--- src/rtl/axis_pkg.sv ---
// Shared AXIS definitions: payload layout, string booleans, clog2.
// Payload packing is {data, keep, user, last} with last at bit 0.
package axis_pkg;

  localparam string AXIS_TRUE  = "true";
  localparam string AXIS_FALSE = "false";

  localparam int AXIS_LAST_BIT = 0;
  localparam int AXIS_USER_LSB = 1;

  function automatic int axis_keep_lsb(input int uw);
    return AXIS_USER_LSB + uw;
  endfunction

  function automatic int axis_data_lsb(input int dw, input int uw);
    return axis_keep_lsb(uw) + dw / 8;
  endfunction

  function automatic int axis_pld_w(input int dw, input int uw);
    return axis_data_lsb(dw, uw) + dw;
  endfunction

  function automatic int clog2(input int v);
    int r;
    r = 0;
    while ((1 << r) < v) r = r + 1;
    return r;
  endfunction

endpackage

--- src/rtl/axis_fifo_ptr_ctrl.sv ---
// Pointer, occupancy and handshake control for the AXIS FIFO slice.
// Ready/valid come straight from flops; packet mode adds release logic.
module axis_fifo_ptr_ctrl
  import axis_pkg::*;
#(
  parameter int depth  = 4,
  parameter bit pkt_en = 1'b0,
  localparam int aw = clog2(depth)
) (
  input  logic          clk,
  input  logic          rst_n,
  input  logic          en,
  input  logic          wr,
  input  logic          rd,
  input  logic          s_last,
  input  logic          m_last,
  output logic [aw-1:0] waddr,
  output logic [aw-1:0] raddr,
  output logic [aw:0]   fill_cnt,
  output logic [aw:0]   pkt_cnt,
  output logic          rdy_q,
  output logic          vld_q,
  output logic          pkt_overrun
);

  localparam logic [aw:0] full_c = (aw+1)'(depth);

  logic [aw:0] wptr;
  logic [aw:0] rptr;
  logic [aw:0] fill_nx;
  logic [aw:0] pkt_nx;
  logic        rel_q;
  logic        rel_nx;
  logic        force_rel;
  logic        vld_nx;
  logic        pkt_in;
  logic        pkt_out;

  assign waddr   = wptr[aw-1:0];
  assign raddr   = rptr[aw-1:0];
  assign pkt_in  = wr && s_last;
  assign pkt_out = rd && m_last;

  always_comb begin
    fill_nx   = fill_cnt;
    pkt_nx    = pkt_cnt;
    rel_nx    = rel_q;
    if (wr && !rd) fill_nx = fill_cnt + 1'b1;
    else if (rd && !wr) fill_nx = fill_cnt - 1'b1;
    if (pkt_in && !pkt_out) pkt_nx = pkt_cnt + 1'b1;
    else if (pkt_out && !pkt_in) pkt_nx = pkt_cnt - 1'b1;
    // full with no complete packet: open the output or it deadlocks
    force_rel = pkt_en && (fill_nx == full_c) && (pkt_nx == '0);
    if (pkt_out) rel_nx = 1'b0;
    if (force_rel) rel_nx = 1'b1;
    vld_nx = (fill_nx != '0) && (!pkt_en || (pkt_nx != '0) || rel_nx);
  end

  always_ff @(posedge clk or negedge rst_n) begin
    if (!rst_n) begin
      wptr        <= '0;
      rptr        <= '0;
      fill_cnt    <= '0;
      pkt_cnt     <= '0;
      rdy_q       <= 1'b0;
      vld_q       <= 1'b0;
      rel_q       <= 1'b0;
      pkt_overrun <= 1'b0;
    end else if (en) begin
      if (wr) wptr <= wptr + 1'b1;
      if (rd) rptr <= rptr + 1'b1;
      fill_cnt    <= fill_nx;
      pkt_cnt     <= pkt_nx;
      rdy_q       <= fill_nx < full_c;
      vld_q       <= vld_nx;
      rel_q       <= rel_nx;
      pkt_overrun <= force_rel && !rel_q;
    end
  end

endmodule

--- src/rtl/axis_fifo_slice.sv ---
// Depth-configurable AXIS buffer with optional store-and-forward mode.
// Output payload is a mux over storage flops indexed by the read pointer.
module axis_fifo_slice
  import axis_pkg::*;
#(
  parameter int    data_width       = 32,
  parameter int    user_width       = 1,
  parameter int    depth            = 4,
  parameter string packet_mode      = "false",
  parameter string en_clk_en        = "false",
  parameter int    simulation_delay = 1
) (
  input  logic                    clk,
  input  logic                    rst_n,
  input  logic                    clken,
  input  logic [data_width-1:0]   s_axis_data,
  input  logic [data_width/8-1:0] s_axis_keep,
  input  logic [user_width-1:0]   s_axis_user,
  input  logic                    s_axis_last,
  input  logic                    s_axis_valid,
  output logic                    s_axis_ready,
  output logic [data_width-1:0]   m_axis_data,
  output logic [data_width/8-1:0] m_axis_keep,
  output logic [user_width-1:0]   m_axis_user,
  output logic                    m_axis_last,
  output logic                    m_axis_valid,
  input  logic                    m_axis_ready,
  output logic [clog2(depth):0]   fill_cnt,
  output logic [clog2(depth):0]   pkt_cnt,
  output logic                    pkt_overrun
);

  localparam int aw = clog2(depth);
  localparam int kw = data_width / 8;
  localparam int pw = axis_pld_w(data_width, user_width);
  localparam int kl = axis_keep_lsb(user_width);
  localparam int dl = axis_data_lsb(data_width, user_width);

  logic          en;
  logic          wr;
  logic          rd;
  logic          rdy_q;
  logic          vld_q;
  logic [aw-1:0] waddr;
  logic [aw-1:0] raddr;
  logic [pw-1:0] pld_in;
  logic [pw-1:0] pld_out;
  logic [pw-1:0] mem [depth];

  if (simulation_delay < 0) begin : g_neg_sim_delay
  end

  assign en           = (en_clk_en == AXIS_FALSE) || clken;
  assign s_axis_ready = rdy_q & en;
  assign m_axis_valid = vld_q & en;
  assign wr           = s_axis_valid & s_axis_ready;
  assign rd           = m_axis_valid & m_axis_ready;

  assign pld_in = {s_axis_data, s_axis_keep, s_axis_user, s_axis_last};

  always_ff @(posedge clk) begin
    if (wr) mem[waddr] <= pld_in;
  end

  assign pld_out     = mem[raddr];
  assign m_axis_data = pld_out[dl +: data_width];
  assign m_axis_keep = pld_out[kl +: kw];
  assign m_axis_user = pld_out[AXIS_USER_LSB +: user_width];
  assign m_axis_last = pld_out[AXIS_LAST_BIT];

  axis_fifo_ptr_ctrl #(
    .depth  (depth),
    .pkt_en (packet_mode == AXIS_TRUE)
  ) u_ctrl (
    .clk         (clk),
    .rst_n       (rst_n),
    .en          (en),
    .wr          (wr),
    .rd          (rd),
    .s_last      (s_axis_last),
    .m_last      (m_axis_last),
    .waddr       (waddr),
    .raddr       (raddr),
    .fill_cnt    (fill_cnt),
    .pkt_cnt     (pkt_cnt),
    .rdy_q       (rdy_q),
    .vld_q       (vld_q),
    .pkt_overrun (pkt_overrun)
  );

endmodule

--- config.mk ---
export PLATFORM = sky130hd
export DESIGN_NAME = axis_fifo_slice
export DESIGN_NICKNAME = d
export VERILOG_FILES = /design/src/rtl/axis_pkg.sv /design/src/rtl/axis_fifo_ptr_ctrl.sv /design/src/rtl/axis_fifo_slice.sv
export SDC_FILE = /design/constraint.sdc
export NUM_CORES = 1
export LEC_CHECK = 0
export ABC_AREA = 0
export ABC_CLOCK_PERIOD_IN_PS = 2100
export CORE_AREA = 2 2 114 116
export CTS_BUF_LIST = sky130_fd_sc_hd__clkbuf_8
export CTS_CLUSTER_DIAMETER = 60
export DETAILED_ROUTE_END_ITERATION = 12
export DIE_AREA = 0 0 116 118
export PLACE_DENSITY = 0.86
export SLEW_MARGIN = 20
export SYNTH_ARGS = -nofsm -noshare
export SYNTH_HDL_FRONTEND = slang
export SYNTH_SLANG_ARGS = --single-unit
--- constraint.sdc ---
create_clock -name clk -period 2.1 [get_ports clk]
set_input_delay 0.63 -clock clk [delete_from_list [all_inputs] [get_ports clk]]
set_output_delay 0.63 -clock clk [all_outputs]
set_load 0.005 [all_outputs]
==> impl_metrics.py <==
metrics = {
    "setup_path": {
        "crit_path_end_kind": "output port",
        "ff2ff_path_depth": 11,
        "crit_type": "register to output port",
        "rrSetupSlack_ns": -0.32,
        "crit_chain": "buf_12 -> buf_6 -> mux4_2 -> buf_2",
        "critPathRequiredTime_ns": 1.47,
        "crit_arrival_ns": 1.83,
        "slowest_delay_ns": 0.53,
        "cp-start-kind": "register",
        "r2r_end": "u_ctrl.pkt_cnt[2]$_DFFE_PN0P_",
        "startpoint": "u_ctrl.rptr[0]$_DFFE_PN0N_",
        "crit_fanout": 6,
        "r2r_start": "u_ctrl.rptr[0]$_DFFE_PN0N_",
        "slowest_stage": "mux4_2",
    },
    "die": {
        "io_pins": 90,
        "die_area_um2": 13700,
        "die_y_um": 118,
        "die_w_um": 116,
        "num_rows": 41,
        "core_um2": 12400,
        "start_util": 0.504,
    },
    "route": {
        "drt_iter0_markers": 209,
        "wire_per_inst_um": 19.2,
        "drc": 0,
        "viasPerCell": 5.26,
        "via_count": 3111,
        "dr.pass1.iters": 4,
        "drt_wl_total_mm": 11.3,
        "postRouteAntennaNets": 0,
    },
    "sta": {
        "setup_ws_ns": -0.365,
        "worst_pin_slew_ns": 0.535,
        "clock_skew_ns": 0.00979,
        "finalCriticalPeriod_ns": 2.46,
        "hold_viol": 0,
        "setup_tns_ns": -12.28,
        "timing.hold.ws_ns": 0.482,
        "rsz0062_at_grt": "true",
        "timing.final.crit_share": 1.17,
        "final_max_slew_viol_count": 0,
        "timing.fmax_ghz": 0.406,
        "slew_headroom": 0.642,
        "setup_violations": 40,
    },
    "logic_synthesis": {
        "yosysWarnings": 0,
        "post_synth_num_cell_types": 33,
        "async_reset_ff_frac": 0.0732,
        "ys_seq_area_frac": 0.778,
        "syn_nets": 324,
        "synth_compound_area_frac": 0.0140,
        "syn_inst": 273,
        "synth_top_cell_area_share": 0.730,
        "synthMuxAreaShare": 0.144,
        "synth_top_family_by_area": "multiplexers",
        "synth.avg_cell_area_um2": 22.9,
        "synth-edff-count": 152,
        "synth_top_cell_by_area": "edfxtp_1",
        "syn_area_um2": 6250,
        "synth_xor_xnor_area_share": 0.0112,
        "ys_ff_latch": 164,
        "synthAdderAreaFrac": 0.0172,
        "netlist_top_cells_count": "edfxtp_1 (152), mux4_2 (38), dfrtp_1 (12)",
        "synth.most_common_cell": "edfxtp_1",
        "synth.area.top_cells": "edfxtp_1 (73%), mux4_2 (14%), dfrtp_1 (4.8%)",
        "synthFlopType": "edfxtp_1",
        "yosys.area_share.simple": 0.0174,
    },
    "hold_path": {
        "hold_class": "register to register",
        "whs_path_depth": 1,
        "hold_end": "u_ctrl.pkt_cnt[2]$_DFFE_PN0P_",
        "min_from": "u_ctrl.pkt_cnt[2]$_DFFE_PN0P_",
    },
    "finish": {
        "n_antenna_cell": 0,
        "multi_input_area_um2": 1310,
        "drive_gt1_frac": 0.390,
        "design_area_um2": 8040,
        "area_growth_pct": 28.6,
        "nNetsFinal": 458,
        "fillers": 873,
        "regArea_um2": 4870,
        "post-route-util": 0.648,
    },
    "cts": {
        "clockRootBuffer": "clkbuf_8",
        "htree_num_levels": 4,
        "cts_tree": "yes",
        "cts_sinks": 164,
        "cts_buffers": 17,
        "cts_max_path_buffers": 2,
        "cts.reportedPaths.clkPinSlew_ns": 0.08,
        "insertion_delay_ns": 0.43,
    },
    "pwr": {
        "power_density_nw_per_um2": 1310,
        "leakagePower_nw": 2.80,
        "ir_drop_mv": 0.640,
    },
    "placement": {
        "place.gp.congestion": 0.715,
        "place_area_um2": 7550,
        "hpwl_mm": 6.87,
        "portBuffers": 87,
    },
    "flow_run": {
        "max-cap-violations": 0,
    },
    "run_status": {
        "violations": "setup timing",
        "status": "finished, violations left",
    },
    "global_routing": {
        "grt_pass1_vias": 3430,
        "grt_overflow": 0,
        "grt_pass1_wl_mm": 17.9,
        "antenna_found_initial": 0,
        "track_usage": 0.180,
        "grt_max_degree": 26,
    },
}
[state kept, by name, indices dropped and copies added (netlist names)]
signal / cells
mem: 152
u_ctrl.vld_q: 1
u_ctrl.rdy_q: 1
u_ctrl.pkt_cnt: 3
u_ctrl.wptr: 2
u_ctrl.fill_cnt: 3
u_ctrl.rptr: 2
[cells by family (layout without fill, tap and decap cells)]
group	count (synthesis)	after routing
compound gates	12	12
xor+xnor	8	8
fa+ha+maj	8	8
buf+inv	19	166
flops	164	164
mux	42	42
other cells	1	1
simple gates	19	19
[critical path, delay by kind of cell (launching register included)]
kind	cells	cell delay (ns)
muxes	1	0.53
DFF	1	0.48
buffers and inverters	3	0.39
[metal layers]
| layer | track usage | vias to the layer above | routed length (um) |
|---|---|---|---|
| met5 | 0 | - | 0 |
| met4 | 0.0461 | 0 | 94 |
| met3 | 0.0669 | 6 | 641 |
| met2 | 0.297 | 94 | 5910 |
| met1 | 0.226 | 1612 | 4700 |
| li1 | - | 1399 | - |
[how the worst max path moves through the flow]
stage / to / slack [ns]
after floorplan: u_ctrl.pkt_cnt[2]$_DFFE_PN0P_ / -0.06
after global placement: u_ctrl.pkt_cnt[2]$_DFFE_PN0P_ / -0.24
after detailed placement: u_ctrl.pkt_cnt[2]$_DFFE_PN0P_ / -0.30
after CTS: m_axis_data[21] / -0.40
after global routing: m_axis_last / -0.44
final: m_axis_last / -0.36
[power by group]
| group | internal, W | total, W | switching [W] |
|---|---|---|---|
| Sequential | 0.00423 | 0.00447 | 0.000242 |
| Combinational | 0.00231 | 0.00394 | 0.00162 |
| Clock | 0.00104 | 0.00211 | 0.00107 |
[area by class of cell]
type	count	area share
Clock buffer	17	0.0291
Timing Repair Buffer	129	0.156
Tap cell	172	0.0268
Sequential cell	164	0.606
Multi-Input combinational cell	90	0.163
Clock inverter	15	0.0177
Inverter	5	0.00233
[layout by cell type (no fill, tap or decap), types with 6 or more instances in the layout]
master	netlist	final
xnor2_1	6	6
mux4_2	38	38
buf_2	6	34
dfrtp_1	12	6
clkbuf_8	0	17
buf_12	0	13
dfrtp_2	0	6
buf_4	4	13
edfxtp_1	152	152
clkdlybuf4s50_1	0	49
buf_6	1	18
ha_1	7	6
[per-stage QoR]
| step | power, W | worst slack (ns) | cells |
|---|---|---|---|
| 6_report | 0.0105 | -0.365 | 592 |
| 5_1_grt | 0.0111 | -0.444 | 592 |
| 4_1_cts | 0.0107 | -0.397 | 591 |
| 3_5_place_dp | 0.00836 | -0.299 | 535 |
| 3_3_place_gp | 0.00821 | -0.245 | 535 |
| 2_1_floorplan | 0.00643 | -0.0551 | 273 |
[repair_timing]
item | CTS | global route
pin swaps | 5 | 3
gates resized for setup | 179 | 4
setup buffers | 24 | 3
setup endpoints to repair | 43 | 43
hold buffers | 0 | 0
cloned | 2 | 0
(Power assumes the default switching activity.)
